## src/rtl/cpu_inst_fetch_pkg.sv

```systemverilog
// Shared fetch-stage definitions: FSM state encodings, opcode constants and
// the rule deciding which opcodes are followed by an immediate byte.
package cpu_inst_fetch_pkg;

   localparam int unsigned ST_W = 2;

   // Fetch FSM state encodings
   localparam logic [ST_W-1:0] FETCH_IDLE     = 2'd0;
   localparam logic [ST_W-1:0] FETCH_OP_WAIT  = 2'd1;
   localparam logic [ST_W-1:0] FETCH_ARG_WAIT = 2'd2;
   localparam logic [ST_W-1:0] FETCH_DONE     = 2'd3;

   // Opcode map shared with cpu_control
   localparam logic [7:0] OP_NOP           = 8'h00;
   localparam logic [7:0] PATTERN_LDI_MASK = 8'hF0;
   localparam logic [7:0] PATTERN_LDI      = 8'h10;   // 0x1r: load immediate into r
   localparam logic [7:0] OP_JMP           = 8'h20;
   localparam logic [7:0] OP_JZ            = 8'h21;
   localparam logic [7:0] OP_JNZ           = 8'h22;
   localparam logic [7:0] OP_CALL          = 8'h23;
   localparam logic [7:0] OP_RET           = 8'h24;
   localparam logic [7:0] OP_OUT           = 8'h30;
   localparam logic [7:0] OP_HLT           = 8'hFF;

   // True when the opcode is followed by an immediate operand byte
   function automatic logic has_operand(input logic [7:0] op);
      return ((op & PATTERN_LDI_MASK) == PATTERN_LDI) ||
             (op == OP_JMP) || (op == OP_JZ) || (op == OP_JNZ) || (op == OP_CALL);
   endfunction

endpackage

```

## src/rtl/cpu_inst_fetch_timer.sv

```systemverilog
// Memory wait-state counter for the fetch stage.
// Ports: clk, reset_n (async, active-low); clear restarts the count;
//        enable marks a cycle spent waiting on memory; expired is high in the
//        enabled cycle that would be the TIMEOUT-th consecutive wait.
module cpu_inst_fetch_timer #(
   parameter int unsigned TIMEOUT = 15
) (
   input  logic clk,
   input  logic reset_n,
   input  logic clear,
   input  logic enable,
   output logic expired
);

   localparam int unsigned CNT_W = (TIMEOUT > 1) ? $clog2(TIMEOUT) : 1;

   logic [CNT_W-1:0] count;

   // Expiry is judged on the current wait cycle so the fault lands on its closing edge
   assign expired = enable && (count == CNT_W'(TIMEOUT - 1));

   // Wait counter; clear wins over enable
   always_ff @(posedge clk or negedge reset_n) begin
      if (!reset_n) begin
         count <= '0;
      end else if (clear) begin
         count <= '0;
      end else if (enable && !expired) begin
         count <= count + CNT_W'(1);
      end
   end

endmodule

```

## src/rtl/cpu_inst_fetch.sv

```systemverilog
// Instruction fetch stage feeding cpu_control. On fetch_req it reads the
// opcode byte at pc and, for opcodes with an immediate, the following byte,
// over a variable-latency rd/ready memory handshake.
// Ports:
//   clk, reset_n             clock, async active-low reset
//   fetch_req, flush, pc     request pulse, abort, opcode address
//   mem_addr, mem_rd         memory read address / request (held until ready)
//   mem_ready, mem_data      memory data valid / read data
//   opcode, operand          latched instruction bytes (operand 0 when none)
//   inst_valid               opcode/operand form a complete instruction
//   pc_inc                   one pulse per byte consumed
//   reset_cycle              one pulse when a new instruction is latched
//   busy                     fetch in progress
//   fault                    sticky memory timeout
module cpu_inst_fetch
   import cpu_inst_fetch_pkg::*;
#(
   parameter int unsigned ADDR_W  = 8,
   parameter int unsigned DATA_W  = 8,
   parameter int unsigned TIMEOUT = 15
) (
   input  logic              clk,
   input  logic              reset_n,
   input  logic              fetch_req,
   input  logic              flush,
   input  logic [ADDR_W-1:0] pc,
   output logic [ADDR_W-1:0] mem_addr,
   output logic              mem_rd,
   input  logic              mem_ready,
   input  logic [DATA_W-1:0] mem_data,
   output logic [DATA_W-1:0] opcode,
   output logic [DATA_W-1:0] operand,
   output logic              inst_valid,
   output logic              pc_inc,
   output logic              reset_cycle,
   output logic              busy,
   output logic              fault
);

   logic [ST_W-1:0]   state, state_d;
   logic [ADDR_W-1:0] addr_q, addr_d, mem_addr_d;
   logic [DATA_W-1:0] opcode_d, operand_d;
   logic              mem_rd_d, inst_valid_d, pc_inc_d, reset_cycle_d, busy_d, fault_d;
   logic              timer_clear, timer_expired, beat;

   // Wait-state timer; counts only cycles with an outstanding, unanswered read
   cpu_inst_fetch_timer #(.TIMEOUT(TIMEOUT)) u_timer (
      .clk     (clk),
      .reset_n (reset_n),
      .clear   (timer_clear),
      .enable  (mem_rd && !mem_ready),
      .expired (timer_expired)
   );

   // Next-state and next-output decode
   always_comb begin
      state_d       = state;
      addr_d        = addr_q;
      mem_addr_d    = mem_addr;
      mem_rd_d      = mem_rd;
      opcode_d      = opcode;
      operand_d     = operand;
      inst_valid_d  = inst_valid;
      fault_d       = fault;
      pc_inc_d      = 1'b0;
      reset_cycle_d = 1'b0;
      timer_clear   = 1'b0;
      beat          = mem_rd && mem_ready;

      if (flush) begin
         // Abort wins over everything, including a same-cycle ready or request
         state_d      = FETCH_IDLE;
         mem_rd_d     = 1'b0;
         inst_valid_d = 1'b0;
         timer_clear  = 1'b1;
      end else begin
         case (state)
            FETCH_IDLE: begin
               if (fetch_req) begin
                  addr_d       = pc;
                  mem_addr_d   = pc;
                  mem_rd_d     = 1'b1;
                  inst_valid_d = 1'b0;
                  timer_clear  = 1'b1;
                  state_d      = FETCH_OP_WAIT;
               end
            end
            FETCH_OP_WAIT: begin
               if (beat) begin
                  opcode_d    = mem_data;
                  pc_inc_d    = 1'b1;
                  mem_rd_d    = 1'b0;
                  timer_clear = 1'b1;
                  if (has_operand(8'(mem_data))) begin
                     mem_addr_d = addr_q + ADDR_W'(1);
                     state_d    = FETCH_ARG_WAIT;
                  end else begin
                     operand_d = '0;
                     state_d   = FETCH_DONE;
                  end
               end else if (timer_expired) begin
                  fault_d  = 1'b1;
                  mem_rd_d = 1'b0;
                  state_d  = FETCH_IDLE;
               end
            end
            FETCH_ARG_WAIT: begin
               // First cycle here has mem_rd low: the operand is its own transaction
               if (!mem_rd) begin
                  mem_rd_d = 1'b1;
               end else if (beat) begin
                  operand_d = mem_data;
                  pc_inc_d  = 1'b1;
                  mem_rd_d  = 1'b0;
                  state_d   = FETCH_DONE;
               end else if (timer_expired) begin
                  fault_d  = 1'b1;
                  mem_rd_d = 1'b0;
                  state_d  = FETCH_IDLE;
               end
            end
            FETCH_DONE: begin
               inst_valid_d  = 1'b1;
               reset_cycle_d = 1'b1;
               state_d       = FETCH_IDLE;
            end
            default: begin
               state_d = FETCH_IDLE;
            end
         endcase
      end

      busy_d = (state_d == FETCH_OP_WAIT) || (state_d == FETCH_ARG_WAIT);
   end

   // State and registered outputs
   always_ff @(posedge clk or negedge reset_n) begin
      if (!reset_n) begin
         state       <= FETCH_IDLE;
         addr_q      <= '0;
         mem_addr    <= '0;
         mem_rd      <= 1'b0;
         opcode      <= '0;
         operand     <= '0;
         inst_valid  <= 1'b0;
         pc_inc      <= 1'b0;
         reset_cycle <= 1'b0;
         busy        <= 1'b0;
         fault       <= 1'b0;
      end else begin
         state       <= state_d;
         addr_q      <= addr_d;
         mem_addr    <= mem_addr_d;
         mem_rd      <= mem_rd_d;
         opcode      <= opcode_d;
         operand     <= operand_d;
         inst_valid  <= inst_valid_d;
         pc_inc      <= pc_inc_d;
         reset_cycle <= reset_cycle_d;
         busy        <= busy_d;
         fault       <= fault_d;
      end
   end

endmodule
```

## config.mk

```make
export PLATFORM = sky130hd
export DESIGN_NAME = cpu_inst_fetch
export DESIGN_NICKNAME = d
export VERILOG_FILES = /design/src/rtl/cpu_inst_fetch_pkg.sv /design/src/rtl/cpu_inst_fetch_timer.sv /design/src/rtl/cpu_inst_fetch.sv
export SDC_FILE = /design/constraint.sdc
export NUM_CORES = 1
export LEC_CHECK = 0
export BUFFER_PORTS_ARGS = -buffer_cell sky130_fd_sc_hd__buf_2
export CORE_MARGIN = 10
export CORE_UTILIZATION = 53
export DETAILED_ROUTE_END_ITERATION = 6
export GPL_ROUTABILITY_DRIVEN = 0
export GPL_TIMING_DRIVEN = 1
export PLACE_DENSITY = 0.88
export SLEW_MARGIN = 40
export SYNTH_ARGS = -nofsm -noshare
export SYNTH_HDL_FRONTEND = slang
export SYNTH_SLANG_ARGS = --single-unit
```

## constraint.sdc

```tcl
create_clock -name clk -period 2.6 [get_ports clk]
set_clock_uncertainty 0.2 [all_clocks]
set_input_delay 0.26 -clock clk [delete_from_list [all_inputs] [get_ports clk]]
set_output_delay 0.26 -clock clk [all_outputs]
set_load 0.03 [all_outputs]
```

; ---- Word level (Yosys, flattened, before mapping)
; Index checks and enable logic that the tools add are counted.
[totals]
word_cells = 101
reg_bits = 44
[op_classes]
n_reduce_logical = 24
n_bitwise = 1
muxes = 43
n_eq_ne = 19
add_sub_neg = 2
[op_table]
columns = cell, n
row1 = $mux 8, 7
row2 = $eq 8x6->1 const B, 4
row3 = $pmux 8 s2, 2
row4 = $mux 1, 20
row5 = $mux 2, 6
row6 = $ne 2x2->1 const B, 6
row7 = $reduce_and 3->1, 4
row8 = $add 8x1->8 const B, 1
row9 = $mux 4, 2
row10 = $pmux 1 s2, 4
row11 = $pmux 2 s4, 1
row12 = $eq 2x2->1 const B, 3
row13 = $reduce_and 6->1, 1
row14 = $reduce_bool 2->1, 3
row15 = $logic_or 1x1->1, 5
row16 = $reduce_and 5->1, 1
row17 = $add 4x1->4 const B, 1
row18 = $eq 2x1->1 const B, 2
row19 = $eq 4x1->1 const B, 1
row20 = $eq 4x4->1 const B, 1
row21 = $logic_and 1x1->1, 4
row22 = $ne 4x3->1 const B, 1
row23 = $reduce_bool 4->1, 1
row24 = $ne 3x3->1 const B, 1
row25 = 6 further kinds, 7

; ---- Depth between registers and ports, before layout
; Gate-level depths: netlist of run 1.
[depth]
word_depth = 11
mapped_depth = 9

; ---- Cells and area by module
; From an unflattened synthesis of run 1, not the netlist that was laid out.
[hier_totals]
cells_unflattened = 201
area_unflattened_um2 = 2220.9
[by_module_without_submodules]
columns = mod, seq_area_each_um2, cells_per_inst, area_each_um2, n_inst
row1 = cpu_inst_fetch, 1001.0, 177, 1966.9, 1
row2 = cpu_inst_fetch_timer, 100.1, 24, 254.0, 1

; ---- Least setup slack after synthesis of run 1
; Ideal clock, no wire load.
[synth_path]
path_type = reg2reg
start = register mem_rd
end = register mem_addr[0]
required_ps = 2275
arrival_ps = 1797
setup_time_ps = 125
n_path_buf = 1
setup_slack_ps = 478
stages_incl_launch_ff = 7
path_cell_list = dfrtp_1 > and2_1 > nand2_1 > o21a_1 > or3_1 > buf_6 > mux2_4
[synth_via]
elab_chain_len = 3
[synth_rtl]
columns = element, line
row1 = start: declaration, cpu_inst_fetch.sv:28  ; output logic mem_rd,
row2 = start signal: assignment, cpu_inst_fetch.sv:154  ; mem_rd <= mem_rd_d;
row3 = $logic_and 1x1->1, cpu_inst_fetch.sv:68  ; beat = mem_rd && mem_ready;
row4 = $ne 2x2->1 (no source line), -
row5 = $reduce_and 5->1 (no source line), -
row6 = end signal: assignment, cpu_inst_fetch.sv:153  ; mem_addr <= mem_addr_d;
row7 = end: declaration, cpu_inst_fetch.sv:27  ; output logic [ADDR_W-1:0] mem_addr,
; Every way passes these cells.
; A chain may end at the register's enable or synchronous reset.

; ---- Worst setup path in the final report of run 1
[layout_path]
start = register state[0]
end = register mem_addr[1]
[layout_via]
elab_chain_len = 3
[layout_rtl]
columns = element, line
row1 = start: declaration, cpu_inst_fetch.sv:40  ; logic [ST_W-1:0] state, state_d;
row2 = start signal: assignment, cpu_inst_fetch.sv:151  ; state <= state_d;
row3 = $eq 2x1->1 or $logic_not 2->1 (tied branches), cpu_inst_fetch.sv:77  ; case (state)
row4 = $ne 2x2->1 (no source line) or $reduce_bool 2->1 (tied branches), -
row5 = $reduce_and 5->1 (no source line), -
; Several ways; a longest one is shown, not always the timed one.

==> results of run 1 <==
how the worst max path moves through the flow:
stage                       end  slack [ns]  cells after the start
floorplan           mem_addr[0]        0.48                      6
global placement     operand[2]        0.35                      5
detailed placement  mem_addr[1]        0.36                      6
CTS                 mem_addr[1]        0.36                      6
global route        mem_addr[0]        0.26                      6
finish              mem_addr[1]        0.37                      6
kinds of logic (layout without fill, tap and decap cells):
family	count (synthesis)	in the layout
and+or+nand+nor	72	72
DFF	44	44
AOI/OAI and AO/OA	29	29
muxes	24	24
buffers and inverters	12	69
xor gates and xnor gates	10	10
adders and majority gates	7	7
metal layers:
metal  share of wire  track usage
met1            0.44        0.165
met2            0.46        0.204
met3           0.078       0.0498
met4           0.017       0.0548
met5               0            0
flip-flops by register name, summed over array words and instances (netlist names):
| register | flops |
|---|---|
| operand | 8 |
| inst_valid | 1 |
| state | 2 |
| pc_inc | 1 |
| fault | 1 |
| reset_cycle | 1 |
| mem_rd | 1 |
| addr_q | 8 |
| busy | 1 |
| u_timer.count | 4 |
| opcode | 8 |
| mem_addr | 8 |
cells in the final DEF, fill, tap and decap left out, types with 2 or more instances in the layout:
cell | synthesis | layout
buf_2 | 0 | 49
dfrtp_1 | 44 | 44
nand2_1 | 25 | 25
nor2_1 | 17 | 17
mux2_2 | 15 | 15
a21oi_1 | 11 | 11
o21ai_0 | 11 | 10
nand3_1 | 10 | 10
xor2_1 | 8 | 8
mux2_4 | 8 | 8
ha_1 | 7 | 7
inv_1 | 6 | 6
nand2b_1 | 5 | 5
clkbuf_8 | 0 | 5
buf_4 | 0 | 4
nor2b_1 | 3 | 3
and2_1 | 2 | 2
nor3_1 | 2 | 2
o21ai_1 | 1 | 2
nand4_1 | 2 | 2
xnor2_1 | 2 | 2
dlygate4sd3_1 | 0 | 2
power by group:
part | internal [W] | switching (W)
sequential | 0.000796 | 0.0000792
clock | 0.000284 | 0.000229
combinational | 0.000230 | 0.000340
total | 0.00131 | 0.000648
critical path: stages (launching register included):
cell,delay [ns]
dfrtp_1,0.41
inv_1,0.09
ha_1,0.29
nand2b_1,0.15
o21ai_0,0.08
or3_1,0.53
mux2_4,0.37
metrics by stage:
step / power [W] / cell area [um^2] / worst slack [ns] / util / std cells
2_1_floorplan: 0.00129 / 2160 / 0.478 / - / 198
6_report: 0.00196 / 2580 / 0.372 / 0.649 / 305
3_5_place_dp: 0.00146 / 2450 / 0.362 / 0.616 / 295
4_1_cts: 0.00198 / 2570 / 0.360 / 0.647 / 304
3_3_place_gp: 0.00144 / 2440 / 0.345 / 0.615 / 295
5_1_grt: 0.00206 / 2580 / 0.258 / 0.649 / 305
area by class of cell:
| type | instances | area (um^2) | share of cell area |
|---|---|---|---|
| well taps | 50 | 62.6 | 0.0243 |
| flip-flops and latches | 44 | 1100 | 0.427 |
| inverters | 6 | 22.5 | 0.00874 |
| repair buffers | 55 | 295 | 0.115 |
| clock buffers | 5 | 68.8 | 0.0267 |
| multi-input cells | 142 | 985 | 0.382 |
| clock inverters | 3 | 42.5 | 0.0165 |
repair_timing:
action	4_1_cts	5_1_grt
hold buffers	1	1
setup endpoints to repair	0	0
endpoints found under the hold margin	44	1
==> flow_summary.json, run 1 <==
{
  "tritoncts": "yes",
  "hold_violations": 0,
  "synth_top_area_frac": 0.510,
  "synth_compound_gate_area_share": 0.0764,
  "die_w_um": 83.9,
  "insertion_delay_ns": 0.30,
  "synthXorXnorAreaFrac": 0.0405,
  "synthMuxAreaShare": 0.138,
  "fin_nets": 282,
  "grt_max_degree": 45,
  "rsz0062_at_grt": "false",
  "antenna_left": 0,
  "cts_buffers": 5,
  "hold-path-endpoint": "opcode[1]",
  "reg2reg_from": "state[0]",
  "ys_types": 33,
  "synth_fa_ha_area_frac": 0.0405,
  "area_delta_synth_final_pct": 19.3,
  "synth.avg_cell_area_um2": 10.9,
  "power_density_mw_per_mm2": 760,
  "fin_setup_tns_ns": 0,
  "layout-drive-gt1-share": 0.345,
  "critPathLaunch": "state[0]",
  "grt_util_all_layers": 0.134,
  "fillers": 311,
  "drc": 0,
  "synth_top_cells_by_count": "dfrtp_1, nand2_1, nor2_1",
  "synth_top_family_by_area": "simple AND/OR/NAND/NOR gates",
  "criticalPathCategory": "flop to flop",
  "cts_sinks": 44,
  "rr_worst_depth": 6,
  "max_slew_margin": 0.474,
  "arrival_ns": 2.22,
  "diodes": 0,
  "cts-root-buf": "clkbuf_8",
  "htreeDepth": 2,
  "synth_most_common_cell": "dfrtp_1",
  "min_from": "mem_data[1]",
  "cp_max_fo": 9,
  "drv_slew": 0,
  "die_area_mm2": 0.00703,
  "r2r_end": "mem_addr[1]",
  "post_cts_buffers": 0,
  "yosysWarnings": 0,
  "drt-total-wl_um": 4610,
  "vias_per_cell": 5.13,
  "clkTransAtPathRegs_ns": 0.08,
  "min_path_type": "input port to flop",
  "p_leak_nw": 1.29,
  "synthArstFlopShare": 1.00,
  "endpoint_kind": "flop",
  "core_mm2": 0.00397,
  "globalRouteOverflowTotal": 0,
  "yosysSeqAreaShare": 0.510,
  "synth.area.top_cells": "dfrtp_1, mux2_2, mux2_4",
  "grt_pass1_vias": 1595,
  "first_pass_iters": 4,
  "die_h_um": 83.9,
  "ir_worst_vdd_v": 0.000330,
  "cts_resized": 0,
  "vias": 1566,
  "antenna_found_initial": 0,
  "synth_enable_flop_cells": 0,
  "start_util": 0.544,
  "outcome": "finished, final reports clean",
  "max_cap_viol_count": 0,
  "min_path_cells": 2,
  "synth-simple-area-share": 0.160,
  "start_kind": "flop",
  "tightest_slew_ns": 0.783,
  "crit_required_ns": 2.59,
  "r2r_setup_slack_ns": 0.37,
  "period_needed_ns": 2.23,
  "fmax_mhz": 449,
  "synthFlopType": "dfrtp_1",
  "clk_path_buf_depth": 2,
  "syn_area_mm2": 0.00216,
  "drt_iter0_drc": 98,
  "ys_seq_elements": 44,
  "whs_ns": 0.00899,
  "synth_cells": 198,
  "rows": 23,
  "place_hpwl_um": 3510,
  "setup_violations": 0,
  "fin_crit_sh": 0.857,
  "wl_per_cell_um": 15.1,
  "ios": 51,
  "synth_nets": 226,
  "port_buffers": 50,
  "grt_pass1_wl_um": 7730,
  "yosys.area.top_type": "dfrtp_1"
}
No activity file was read; power rests on OpenSTA's default activity.
==> run 2: changes to the inputs <==
==> constraint.sdc (replaced) <==
create_clock -name clk -period 2.6 [get_ports clk]
set_clock_uncertainty 0.2 [all_clocks]
set_input_delay 0.13 -clock clk [delete_from_list [all_inputs] [get_ports clk]]
set_output_delay 0.13 -clock clk [all_outputs]
set_load 0.03 [all_outputs]
==> run 2 against run 1 <==
  * Critical path depth grew 1
  * Sequential power increased by 1%
  * Non-clock buffer count grew 16
  * Core utilization is 4.1 points higher
  * Largest power group unchanged
  * Register-to-register slack got worse by 0.04 ns
  * Worst hold slack better by 0.071 ns
  * Sequential share of layout area fell by 2.5 points
  * Count of clock-buffer cells in the layout unchanged
  * Largest cell class unchanged
  * Cell area increased by 6.3%
  * Total power up 2.4%
==> flow_summary.json, run 2 (synthesized netlist as in run 1, its figures left out) <==
{
  "first_pass_iters": 4,
  "start_util": 0.544,
  "htreeDepth": 2,
  "arrival_ns": 2.31,
  "diodes": 0,
  "clk_path_buf_depth": 2,
  "drc": 0,
  "whs_ns": 0.0804,
  "met2_usage": 0.268,
  "outcome": "finished, final reports clean",
  "start_kind": "input port",
  "endpoint_kind": "flop",
  "cts-root-buf": "clkbuf_8",
  "max_cap_viol_count": 0,
  "final_common_cell": "buf_2",
  "fin_crit_sh": 0.892,
  "insertion_delay_ns": 0.30,
  "period_needed_ns": 2.32,
  "fin_nets": 298,
  "hold_violations": 0,
  "vias": 1720,
  "core_mm2": 0.00397,
  "setup_violations": 0,
  "pwr-share-clk": 0.259,
  "port_buffers": 50,
  "p_leak_nw": 1.36,
  "post_cts_buffers": 0,
  "die_area_mm2": 0.00703,
  "drv_slew": 0,
  "place_ws_ns": 0.371,
  "grt_max_degree": 45,
  "tritoncts": "yes",
  "tightest_slew_ns": 0.545,
  "cts_sinks": 44,
  "grt_pass1_wl_um": 9460,
  "fmax_mhz": 431,
  "criticalPathCategory": "input port to flop",
  "pwr-share-seq": 0.442,
  "clkTransAtPathRegs_ns": 0.08,
  "antenna_found_initial": 0,
  "grt_util_all_layers": 0.162,
  "die_h_um": 83.9,
  "vias_per_cell": 5.36,
  "min_path_type": "input port to flop",
  "ios": 51,
  "die_w_um": 83.9,
  "crit_required_ns": 2.59,
  "layout-drive-gt1-share": 0.321,
  "power_frac_comb": 0.299,
  "drt_iter0_drc": 200,
  "layout_common_cells": "buf_2, dfrtp_1, nand2_1",
  "antenna_left": 0,
  "rows": 23,
  "area_delta_synth_final_pct": 26.8,
  "ir_worst_vdd_v": 0.000334,
  "grt_pass1_vias": 1840,
  "wl_per_cell_um": 16.7,
  "max_slew_margin": 0.637,
  "dp.cells": 294,
  "finish.utilization": 0.690,
  "internal_power_w": 0.00133,
  "switching_share": 0.339,
  "fin_setup_tns_ns": 0,
  "cts_resized": 0,
  "power_density_mw_per_mm2": 732,
  "top_usage_layer": "met2",
  "cts_buffers": 5,
  "globalRouteOverflowTotal": 0,
  "fin_ws_ns": 0.281,
  "place_hpwl_um": 3710,
  "layoutNonFillerInstCount": 321,
  "cp_max_fo": 8,
  "power_switching_w": 0.000680,
  "rsz0062_at_grt": "false",
  "use_met1": 0.192,
  "drt-total-wl_um": 5350,
  "grt_use_met3": 0.0498
}
==> run 2: stage by stage <==
step | total power (W) | cell area (um^2)
3_3_place_gp | 0.00144 | 2440
5_1_grt | 0.00210 | 2740
4_1_cts | 0.00201 | 2740
2_1_floorplan | 0.00129 | 2160
3_5_place_dp | 0.00147 | 2440
6_report | 0.00200 | 2740
==> run 2: metal layers <==
metal / vias up / routed length (um)
met5: - / 0
met4: 0 / 102
met3: 13 / 340
met2: 61 / 2650
met1: 828 / 2260
li1: 818 / -
==> run 2: layout make-up <==
type,count,area [um^2]
sequential,44,1100
tap,50,62.6
clock buffer,5,68.8
inverter,6,22.5
fill,285,1230
clock inverter,3,42.5
timing repair buffer,71,458
multi-input combinational,142,985
==> run 2: path summary, 6_finish.rpt <==
check | slack, ns | endpoint | cells past startpoint | startpoint
setup / recovery | 0.28 | mem_addr[0] | 7 | mem_data[4]
hold / removal | 0.08 | mem_rd | 4 | fetch_req
setup reg to reg | 0.33 | mem_addr[0] | 6 | state[0]
hold reg to reg | 0.27 | fault | 1 | fault
max in group asynchronous | 1.67 | opcode[1] | 2 | reset_n
min in group asynchronous | 0.15 | mem_addr[5] | 2 | reset_n
==> run 2: critical path, cell delays in order <==
cell	delay, ns
dlygate4sd3_1	0.53
buf_2	0.15
nor4b_2	0.25
a21oi_1	0.09
o21a_1	0.21
or3_1	0.57
mux2_4	0.38
==> run 2: power by group through the flow <==
| stage | clock, W | sequential, W | combinational [W] |
|---|---|---|---|
| after floorplan | 0 | 0.00105 | 0.000238 |
| after global placement | 0 | 0.000879 | 0.000558 |
| after detailed placement | 0 | 0.000893 | 0.000578 |
| after CTS | 0.000521 | 0.000883 | 0.000603 |
| after global routing | 0.000551 | 0.000904 | 0.000647 |
| final | 0.000519 | 0.000885 | 0.000600 |
==> run 2: repair_timing <==
| item | 4_1_cts | 5_1_grt |
|---|---|---|
| hold endpoints to repair | 71 | 0 |
| hold buffers | 19 | 0 |
| endpoints found under the setup margin | 0 | 0 |
==> run 3: changes to the inputs <==
Settings changed: CTS_CLUSTER_DIAMETER from default to 120, PLACE_DENSITY 0.88 to 0.79, SKIP_CTS_REPAIR_TIMING from default to 1.
==> run 3 against run 2 <==
  * Combinational power is 2% lower
  * Core utilization is 0.32 points lower
  * Largest cell class unchanged
  * Register-to-register slack hardly changed
  * Wire length is 8.2% lower
  * Critical endpoint is now mem_addr[3]
  * Count of clock-buffer cells in the layout is 2 higher
  * Via count is 3.2% lower
  * Worst setup slack worse by 0.0040 ns
  * Non-clock buffer count stayed put
==> flow_summary.json, run 3 (synthesized netlist as in run 1, its figures left out) <==
{
  "rr_worst_depth": 6,
  "endpoint_kind": "flop",
  "max_slew_margin": 0.635,
  "htreeDepth": 2,
  "core_mm2": 0.00397,
  "max_cap_viol_count": 0,
  "min_path_cells": 4,
  "first_pass_iters": 4,
  "antenna_left": 0,
  "vias": 1665,
  "power_density_mw_per_mm2": 703,
  "hold_violations": 0,
  "grt_max_degree": 45,
  "drv_slew": 0,
  "area_delta_synth_final_pct": 26.2,
  "grt_use_met3": 0.0498,
  "die_w_um": 83.9,
  "fin_crit_sh": 0.893,
  "fin_setup_tns_ns": 0,
  "drt-total-wl_um": 4920,
  "grt_pass1_vias": 1558,
  "vias_per_cell": 5.19,
  "tritoncts": "yes",
  "die_area_mm2": 0.00703,
  "cts_sinks": 44,
  "antenna_found_initial": 1,
  "die_h_um": 83.9,
  "grt_pass1_wl_um": 7580,
  "rows": 23,
  "start_util": 0.544,
  "cp_max_fo": 8,
  "insertion_delay_ns": 0.29,
  "wl_per_cell_um": 15.3,
  "rsz0062_at_grt": "false",
  "use_met1": 0.156,
  "drt_iter0_drc": 136,
  "cts_buffers": 5,
  "tightest_slew_ns": 0.547,
  "ir_worst_vdd_v": 0.000343,
  "clkTransAtPathRegs_ns": 0.08,
  "start_kind": "input port",
  "ios": 51,
  "met2_usage": 0.208,
  "dp.cells": 294,
  "clk_path_buf_depth": 2,
  "layoutNonFillerInstCount": 321,
  "fillers": 307,
  "layout-drive-gt1-share": 0.319,
  "drc": 0,
  "crit_required_ns": 2.58,
  "grt_util_all_layers": 0.132,
  "arrival_ns": 2.31,
  "setup_violations": 0,
  "place_hpwl_um": 3490,
  "p_leak_nw": 1.35,
  "period_needed_ns": 2.32,
  "criticalPathCategory": "input port to flop",
  "globalRouteOverflowTotal": 0,
  "outcome": "finished, final reports clean",
  "port_buffers": 50,
  "fin_nets": 298,
  "top_usage_layer": "met2",
  "layout_common_cells": "buf_2, dfrtp_1, nand2_1",
  "fmax_mhz": 431,
  "cts-root-buf": "clkbuf_8",
  "final_common_cell": "buf_2",
  "min_path_type": "input port to flop"
}
## run 3: final timing paths
| check | start | endpoint | slack (ns) |
|---|---|---|---|
| min in group asynchronous | reset_n | opcode[0] | 0.16 |
| hold / removal | fetch_req | mem_rd | 0.07 |
| hold reg to reg | fault | fault | 0.27 |
| max in group asynchronous | reset_n | operand[3] | 1.66 |
| setup / recovery | mem_data[4] | mem_addr[3] | 0.28 |
| setup reg to reg | state[0] | mem_addr[3] | 0.34 |
## run 3: per-stage QoR
stage / util / hold slack, ns / area (um^2) / setup slack (ns) / power [W]
final: 0.687 / 0.0710 / 2730 / 0.277 / 0.00192
after detailed placement: 0.614 / -0.0441 / 2440 / 0.375 / 0.00146
after floorplan: - / -0.366 / 2160 / 0.478 / 0.00129
after global placement: 0.613 / 0.133 / 2440 / 0.452 / 0.00144
after CTS: 0.638 / -0.363 / 2530 / 0.358 / 0.00191
after global routing: 0.687 / 0.0879 / 2730 / 0.181 / 0.00201
## run 3: layer usage
layer,wire length [um],vias to the layer above
met5,0,-
met4,138,0
met3,356,10
met2,2370,49
met1,2050,783
li1,-,823
## run 3: final cells by class
type	instances	area [um^2]	share of cell area
Clock buffer	7	96.3	0.0353
Tap cell	50	62.6	0.0229
Multi-Input combinational cell	142	985	0.361
Antenna cell	1	2.50	0.000917
Timing Repair Buffer	71	458	0.168
Sequential cell	44	1100	0.404
Inverter	6	22.5	0.00826
## run 3: report_power, final
part | switching (W) | internal, W
clock network | 0.000219 | 0.000237
registers | 0.0000799 | 0.000796
logic | 0.000342 | 0.000244
total | 0.000640 | 0.00128
## run 3: worst max-delay path, cell delays in order
cell	delay [ns]
dlygate4sd3_1	0.54
buf_2	0.15
nor4b_2	0.26
a21oi_1	0.08
o21a_1	0.21
or3_1	0.57
mux2_4	0.37
